**config.mk**
```make
export PLATFORM = sky130hd
export DESIGN_NAME = vote_session_controller
export DESIGN_NICKNAME = d
export VERILOG_FILES = /design/src/rtl/vote_session_controller.sv
export SDC_FILE = /design/constraint.sdc
export NUM_CORES = 1
export LEC_CHECK = 0
export CAP_MARGIN = 0
export CORE_MARGIN = 2
export CORE_UTILIZATION = 51
export DETAILED_ROUTE_END_ITERATION = 8
export PLACE_DENSITY = 0.8
export SYNTH_ARGS = -nofsm -noshare
export SYNTH_HDL_FRONTEND = slang
export SYNTH_SLANG_ARGS = --single-unit
```
**constraint.sdc**
```tcl
create_clock -name clk -period 2.18 [get_ports clk]
set_input_delay 0.218 -clock clk [delete_from_list [all_inputs] [get_ports clk]]
set_output_delay 0.218 -clock clk [all_outputs]
set_load 0.01 [all_outputs]
```
**src/rtl/vote_session_controller.sv**
```systemverilog
// vote_session_controller: runs one voter lookup/select/commit session at a time and keeps saturating candidate tallies
module vote_session_controller #(
  parameter int ID_W     = 4,
  parameter int NUM_CAND = 4,
  parameter int TALLY_W  = 8,
  parameter int TIMEOUT  = 255
) (
  input  logic                        clk,
  input  logic                        rst,
  input  logic                        election_open,
  input  logic [ID_W-1:0]             voter_id,
  input  logic                        id_valid,
  input  logic                        voted_flag,
  input  logic [1:0]                  candidate_sel,
  input  logic                        confirm,
  input  logic                        cancel,
  output logic [ID_W-1:0]             mem_addr,
  output logic                        vote_cast,
  output logic                        busy,
  output logic                        accepted,
  output logic                        rejected,
  output logic                        timed_out,
  output logic [NUM_CAND*TALLY_W-1:0] tally,
  output logic [TALLY_W+1:0]          total_votes
);
  localparam int CW = TIMEOUT > 1 ? $clog2(TIMEOUT) : 1;
  typedef enum logic [2:0] {IDLE, LOOKUP, SELECT, COMMIT, REJECT, DONE} state_t;
  state_t                            r_state, w_next;
  logic [CW-1:0]                     r_cnt, w_cnt;
  logic [ID_W-1:0]                   r_mem_addr, w_mem_addr;
  logic                              r_vote_cast, r_busy, r_accepted, r_rejected, r_timed_out;
  logic                              w_vote_cast, w_busy, w_accepted, w_rejected, w_timeout;
  logic [NUM_CAND-1:0][TALLY_W-1:0]  r_tally;
  logic [TALLY_W+1:0]                r_total;
  logic                              w_bad_sel, w_open_id;
  assign w_bad_sel = 32'(candidate_sel) >= NUM_CAND;
  assign w_open_id = (r_state == IDLE) && id_valid;
  always_ff @(posedge clk) begin
    if (rst) begin
      r_state     <= IDLE;
      r_cnt       <= '0;
      r_mem_addr  <= '0;
      r_vote_cast <= 1'b0;
      r_busy      <= 1'b0;
      r_accepted  <= 1'b0;
      r_rejected  <= 1'b0;
      r_timed_out <= 1'b0;
      r_tally     <= '0;
      r_total     <= '0;
    end else begin
      r_state     <= w_next;
      r_cnt       <= w_cnt;
      r_mem_addr  <= w_mem_addr;
      r_vote_cast <= w_vote_cast;
      r_busy      <= w_busy;
      r_accepted  <= w_accepted;
      r_rejected  <= w_rejected;
      r_timed_out <= w_timeout;
      if (w_vote_cast) begin
        r_total <= r_total + 1'b1;
        for (int c = 0; c < NUM_CAND; c++)
          if (c == 32'(candidate_sel) && r_tally[c] != '1) r_tally[c] <= r_tally[c] + 1'b1;
      end
    end
  end
  always_comb begin
    w_next    = r_state;
    w_cnt     = r_cnt;
    w_timeout = 1'b0;
    case (r_state)
      IDLE:   w_next = (id_valid && election_open) ? LOOKUP : IDLE;
      LOOKUP: begin
        w_next = voted_flag ? REJECT : SELECT;
        w_cnt  = '0;
      end
      SELECT: begin
        if (cancel || !election_open || (confirm && w_bad_sel)) w_next = IDLE;
        else if (confirm) w_next = COMMIT;
        else if (r_cnt == CW'(TIMEOUT - 1)) begin
          w_next    = IDLE;
          w_timeout = 1'b1;
        end else w_cnt = r_cnt + 1'b1;
      end
      COMMIT: w_next = DONE;
      default: w_next = IDLE;
    endcase
  end
  always_comb begin
    w_mem_addr  = (w_open_id && election_open) ? voter_id : r_mem_addr;
    w_vote_cast = w_next == COMMIT;
    w_accepted  = w_next == COMMIT;
    w_rejected  = (w_next == REJECT) || (w_open_id && !election_open);
    w_busy      = w_next != IDLE;
  end
  assign mem_addr    = r_mem_addr;
  assign vote_cast   = r_vote_cast;
  assign busy        = r_busy;
  assign accepted    = r_accepted;
  assign rejected    = r_rejected;
  assign timed_out   = r_timed_out;
  assign tally       = r_tally;
  assign total_votes = r_total;
endmodule

```
==> summary.txt, run 1 <==
Outcome
  – Status: finished clean

Yosys
  – Post-synth cell types: between 40 and 50
  – YS warnings: 0
  – Post-synth ARST share: 0%
  – Post-Syn Area: 0.00300 mm^2
  – Net Count, Synth: 360
  – Cells after Synth: 340
  – Synth Flop Type: dfxtp_1
  – Syn_area_per_cell: 8.84 um^2
  – Yosys top cell area share: ~41%
  – Synth top area cells: dfxtp_1, a21oi_1, or4_1
  – Yosys reg bits: 61
  – Sequential-to-total area share from yosys stat: between 40 and 50%
  – Area leader, netlist: dfxtp_1
  – Post-synth EDFFs: 0

Die
  – Die Y: 80.8 um
  – Die X-Extent: 80.8 um
  – Initial Util: 53.6%
  – Row cnt: 27
  – Die Area: 0.00652 mm^2
  – I/O pins: between 60 and 70
  – Core Area: 0.00561 mm^2

CTS
  – Post_cts resized: 0
  – Clock Latency Late Sink: 340 ps
  – CTS Hold Buffers Added: 0
  – Root Buffer Master: clkbuf_8
  – CTS H-Tree Depth: 3
  – Worst-path clk slew: 60 ps
  – Number of CTS-inserted buffers: 9
  – CTS tree: done
  – Post-CTS Setup Inserts: 0
  – CTS max path bufs: 2
  – Clk sinks: 61

STA
  – RSZ-0062 raised after global routing: no
  – Worst-Margin Slew: 673 ps
  – Crit path time final: 1910 ps
  – Final Cycle Share: between 80% and 90%
  – Setup violations, final: 0
  – Final Skew: 4.15 ps
  – Slew headroom: 55.0%
  – Fmax: 522 MHz
  – Hold Vio Cnt, Final: 0
  – Max-slew violations: 0
  – Setup ws final: about 270 ps

Critical path
  – Critical path's top delay family: simple AND/OR/NAND/NOR gates
  – Crit path depth: 5
  – Crit path max-delay cell type: dfxtp_1
  – Startpoint types: flip-flop
  – Worst path cell trace: and4bb_1 -> buf_12 -> nand2_1 -> nor4_1 -> mux2_2
  – Crit Path Max Fanout: 17
  – Crit end category: flip-flop
  – WP buf/inv: 1
  – Arrival time at the worst endpoint: about 2200 ps
  – Worst EP required: 2410 ps
  – Delay of the slowest critical-path stage: 370 ps
  – Critical Setup Path Class: flip-flop to flip-flop
  – FF-to-FF path depth: 5

Routing
  – TritonRoute pass-1 iters: 4
  – Antenna-violating nets left: 0
  – DRC: 0
  – Vias per inst: 5.95
  – Via count: 2879
  – Initial DRC Count: approximately 150
  – Routed length per instance: 14.1 um
  – Routed wire length: around 7 mm

Layout
  – Diode count: 0
  – Multi-input logic area: 0.00166 mm^2
  – Filler instances: 474
  – Fraction of layout cells with a size suffix above 1: around 8.5%
  – Reg area: approximately 0.0012 mm^2
  – Final Cell Area: 0.00389 mm^2
  – Area Overhead vs Synth: 29.6%
  – Final nets: 428

Place
  – Pre-CTS setup slack: -67.4 ps
  – DP Area: approximately 0.0037 mm^2
  – DP Wirelength: between 4 and 5 mm
  – Final RePlAce weighted congestion: a little under 0.8
  – IO Port Bufs: 63

Pwr
  – Pwr/cell area: around 530 mW/mm^2
  – Leakage Power: 1.28 nW
  – VDD IR-drop max: 0.377 mV

Hold path
  – Hold path cells: 2
  – Worst hold path type: input port to flip-flop

Global route
  – Antenna violations before repair: 0
  – Vias in the first global route: ~2600
  – First-pass GRT wire length: 11.6 mm
  – Total track usage: 22.8%
  – GRT overflow: 0
  – Largest net degree at the start of global routing: 31

Flow run
  – Maxcap violations: 0
==> cells in the final DEF, fill, tap and decap left out, types with 7 or more instances in the layout <==
cell	netlist	routed
a21oi_1	36	36
and2_1	7	7
and4_1	8	8
buf_4	3	12
clkbuf_8	0	10
clkdlybuf4s50_1	0	62
dfxtp_1	61	61
ha_1	7	7
inv_1	8	8
nand2_1	12	12
nand3_1	19	19
nand4_1	16	16
nor2_1	25	25
o21ai_0	13	13
o31ai_1	17	17
or3_1	8	8
or4_1	20	20
xor2_1	7	7
==> logic make-up (layout without fill, tap and decap cells) <==
logic type / count (synthesis) / in the layout / share of synthesized area, %
muxes: 10 / 10 / 3.50
AOI/OAI and AO/OA: 82 / 82 / 16.7
buffers and inverters: 27 / 99 / 4.16
adders and majority gates: 7 / 7 / 2.92
and+or+nand+nor: 146 / 146 / 30.0
xor gates and xnor gates: 7 / 7 / 2.04
DFF: 61 / 61 / 40.6
==> cell type report <==
cell class	instances	area share, %
tap	72	2.31
inverter	8	0.771
sequential	61	31.4
timing repair buffer	76	18.9
clock inverter	2	0.257
clock buffer	13	3.82
multi-input combinational	252	42.6
==> metal layers <==
metal  routed length (um)  vias to the layer above  track usage (%)
met2                 3220                       75             36.7
met3                  332                       12             5.89
met1                 3160                     1348             29.1
met5                    0                        -                0
li1                     -                     1444                -
met4                  116                        0             9.83
==> metrics by stage <==
stage / instances / hold slack (ps) / total power [mW] / setup TNS [ps] / util [%]
CTS: 484 / 330 / 2.10 / 0 / 69.4
global route: 484 / 369 / 2.16 / 0 / 69.4
finish: 484 / 338 / 2.08 / 0 / 69.4
global placement: 469 / 463 / 1.26 / -31.5 / 66.6
floorplan: 340 / 295 / 1.20 / 0 / -
detailed placement: 469 / 477 / 1.27 / -136 / 66.6
==> power by group <==
group / internal [mW] / switching (mW)
clock: 0.434 / 0.407
combinational: 0.0574 / 0.0567
sequential: 1.12 / 0.00536
==> synth_stat cells, types with 3 or more instances <==
library cell,count
or3_1,8
nor3_1,6
o31ai_1,17
clkbuf_1,10
nand3_1,19
and2_1,7
ha_1,7
nor4_1,3
xor2_1,7
o21ai_0,13
dfxtp_1,61
nor2_1,25
nor2b_1,3
nand2_1,12
a21oi_1,36
nor4b_1,3
or4_1,20
a211oi_1,3
mux2i_1,6
mux2_2,4
buf_4,3
o41ai_1,4
nand4_1,16
and4_1,8
inv_1,8
buf_2,4
==> final timing paths <==
path                    from             end  slack [ps]
setup reg to reg  r_state[0]       tally[21]         270
hold / removal           rst  total_votes[4]         340
setup / recovery  r_state[0]       tally[21]         270
hold reg to reg     r_cnt[6]        r_cnt[6]         480
==> registers in the layout, indices dropped and copies added (netlist names) <==
signal,count
tally,32
rejected,1
busy,1
timed_out,1
r_state,3
accepted,1
mem_addr,4
r_cnt,8
total_votes,10
==> worst reg2reg max path, cell delays in order (launching register included) <==
cell and delay (ps):
dfxtp_1 370, and4bb_1 330, buf_12 150, nand2_1 210
nor4_1 380, mux2_2 370
(Power assumes the default switching activity.)
==> run 2, diff against run 1 <==
- CORE_MARGIN: 2 -> not set
==> run 2 against run 1 <==
- sequential share of layout area down 0.20 points
- core utilization increased by 0.45 points
- combinational power is essentially flat
- worst hold slack improved by 15 ps
- global-route usage rose by 0.38 points
- die area decreased by 4.9%
- critical endpoint unchanged
- non-clock buffer count unchanged
- largest cell class unchanged
- register-to-register slack about the same
==> summary.txt, run 2 (synthesis gave the netlist of run 1 again) <==
Critical path
  – Crit. Startpoint: cancel
  – Crit end category: flip-flop
  – Arrival time at the worst endpoint: 2200 ps
  – Delay of the slowest critical-path stage: 490 ps
  – Worst path cell trace: clkdlybuf4s50_1 -> nor4bb_1 -> nand2_1 -> nor4_1 -> mux2_2
  – Startpoint types: input port
  – R2R setup slack: 260 ps
  – FF-to-FF path depth: 5
  – Critical R2R Capture: tally[7]
  – Crit Path Max Fanout: 13
  – Critical Setup Path Class: input port to flip-flop
  – Crit path max-delay cell type: clkdlybuf4s50_1
  – Worst EP required: 2420 ps
  – Reg2reg start: r_state[1]

STA
  – Final Cycle Share: 90.1%
  – Final Skew: 4.52 ps
  – Hold slack: 354 ps
  – Setup violations, final: 0
  – RSZ-0062 raised after global routing: no
  – Hold Vio Cnt, Final: 0
  – Max-slew violations: 0
  – Crit path time final: 1960 ps
  – Fmax: 509 MHz
  – Worst-Margin Slew: 646 ps
  – Setup ws final: ~220 ps
  – Slew headroom: 56.8%

Layout
  – Post-route insts no fill: 483
  – Max reg flops: 32
  – Fraction of layout cells with a size suffix above 1: under 10%
  – Final nets: between 400 and 500
  – Filler instances: slightly below 500
  – Commonest cells after routing, fill and taps aside: clkdlybuf4s50_1, dfxtp_1, a21oi_1
  – Most common cell after layout, fill and taps aside: clkdlybuf4s50_1
  – Diode count: 0
  – Area Overhead vs Synth: 30.4%

Routing
  – Vias per inst: roughly 6
  – Routed length per instance: 13.9 um
  – DRC: 0
  – TritonRoute pass-1 iters: 4
  – Initial DRC Count: approximately 140
  – Antenna-violating nets left: 0
  – Via count: 2858
  – Routed wire length: between 6 and 7 mm

CTS
  – Clk sinks: 61
  – Worst-path clk slew: ~60 ps
  – Clock Latency Late Sink: approximately 350 ps
  – CTS H-Tree Depth: 3
  – Post_cts resized: 0
  – Root Buffer Master: clkbuf_8
  – CTS Hold Buffers Added: 0
  – Number of CTS-inserted buffers: 9
  – CTS max path bufs: 2
  – Post-CTS Setup Inserts: 0
  – CTS tree: done

Hold path
  – Hold path cells: 2
  – WHS Endpoint: mem_addr[1]
  – Min-Delay Startpoint: rst
  – Worst hold path type: input port to flip-flop

Place
  – Pre-CTS setup slack: -145 ps
  – Final RePlAce weighted congestion: 0.794
  – IO Port Bufs: 63
  – Placed Cells: roughly 470
  – DP Wirelength: 4.65 mm

Global route
  – GRT overflow: 0
  – Largest net degree at the start of global routing: 35
  – Antenna violations before repair: 0
  – Vias in the first global route: between 2000 and 3000
  – Total track usage: roughly 23%
  – First-pass GRT wire length: 11.4 mm

Pwr
  – Pwr/cell area: 557 mW/mm^2
  – VDD IR-drop max: 0.488 mV
  – Leakage Power: about 1.3 nW

Die
  – Row cnt: 27
  – Die X-Extent: about 80 um
  – Core Area: 0.00561 mm^2
  – Die Area: 0.00620 mm^2
  – Die Y: 78.8 um
  – Initial Util: 53.6%
  – I/O pins: 64

Outcome
  – Status: finished clean

Flow run
  – Maxcap violations: 0
## run 2: area by class of cell
class / instances / area (um^2) / area share [%]
clock buffers: 13 / 179 / 4.57
multi-input cells: 252 / 1660 / 42.3
clock inverters: 1 / 5.00 / 0.128
flip-flops and latches: 61 / 1220 / 31.2
repair buffers: 76 / 736 / 18.8
well taps: 72 / 90.1 / 2.30
inverters: 8 / 30.0 / 0.766
## run 2: worst max-delay path: cells and delay by family
family,cells,cell delay [ps]
simple gates,3,1130
buf+inv,1,490
mux,1,360
## run 2: power by group
| group | internal [mW] | total, mW | leakage, nW | switching [mW] |
|---|---|---|---|---|
| sequential | 1.12 | 1.13 | 0.492 | 0.00546 |
| clock | 0.522 | 0.941 | 0.0974 | 0.419 |
| combinational | 0.0573 | 0.114 | 0.705 | 0.0563 |
| total | 1.70 | 2.18 | 1.29 | 0.480 |
## run 2: metrics by stage
step / utilization [%] / cell area (um^2) / TNS [ps] / power (mW)
3_5_place_dp: 66.6 / 3730 / -584 / 1.27
6_report: 69.9 / 3920 / 0 / 2.18
5_1_grt: 69.9 / 3920 / 0 / 2.26
3_3_place_gp: 66.6 / 3730 / -26.1 / 1.26
2_1_floorplan: - / 3000 / 0 / 1.20
4_1_cts: 69.9 / 3920 / 0 / 2.21
## run 2: worst max-delay path by stage
stage / to / slack (ps)
after floorplan: tally[5] / 430
after global placement: tally[21] / -30
after detailed placement: tally[21] / -140
after CTS: tally[21] / 220
after global routing: tally[21] / 80
final: tally[21] / 220
## run 2: metal layers
metal	up-vias	part of all wire [%]	global-route usage, %
li1	1441	-	-
met1	1332	46	29.2
met2	72	47	36.3
met3	13	5.7	6.78
met4	0	1.9	10.9
met5	-	0	0
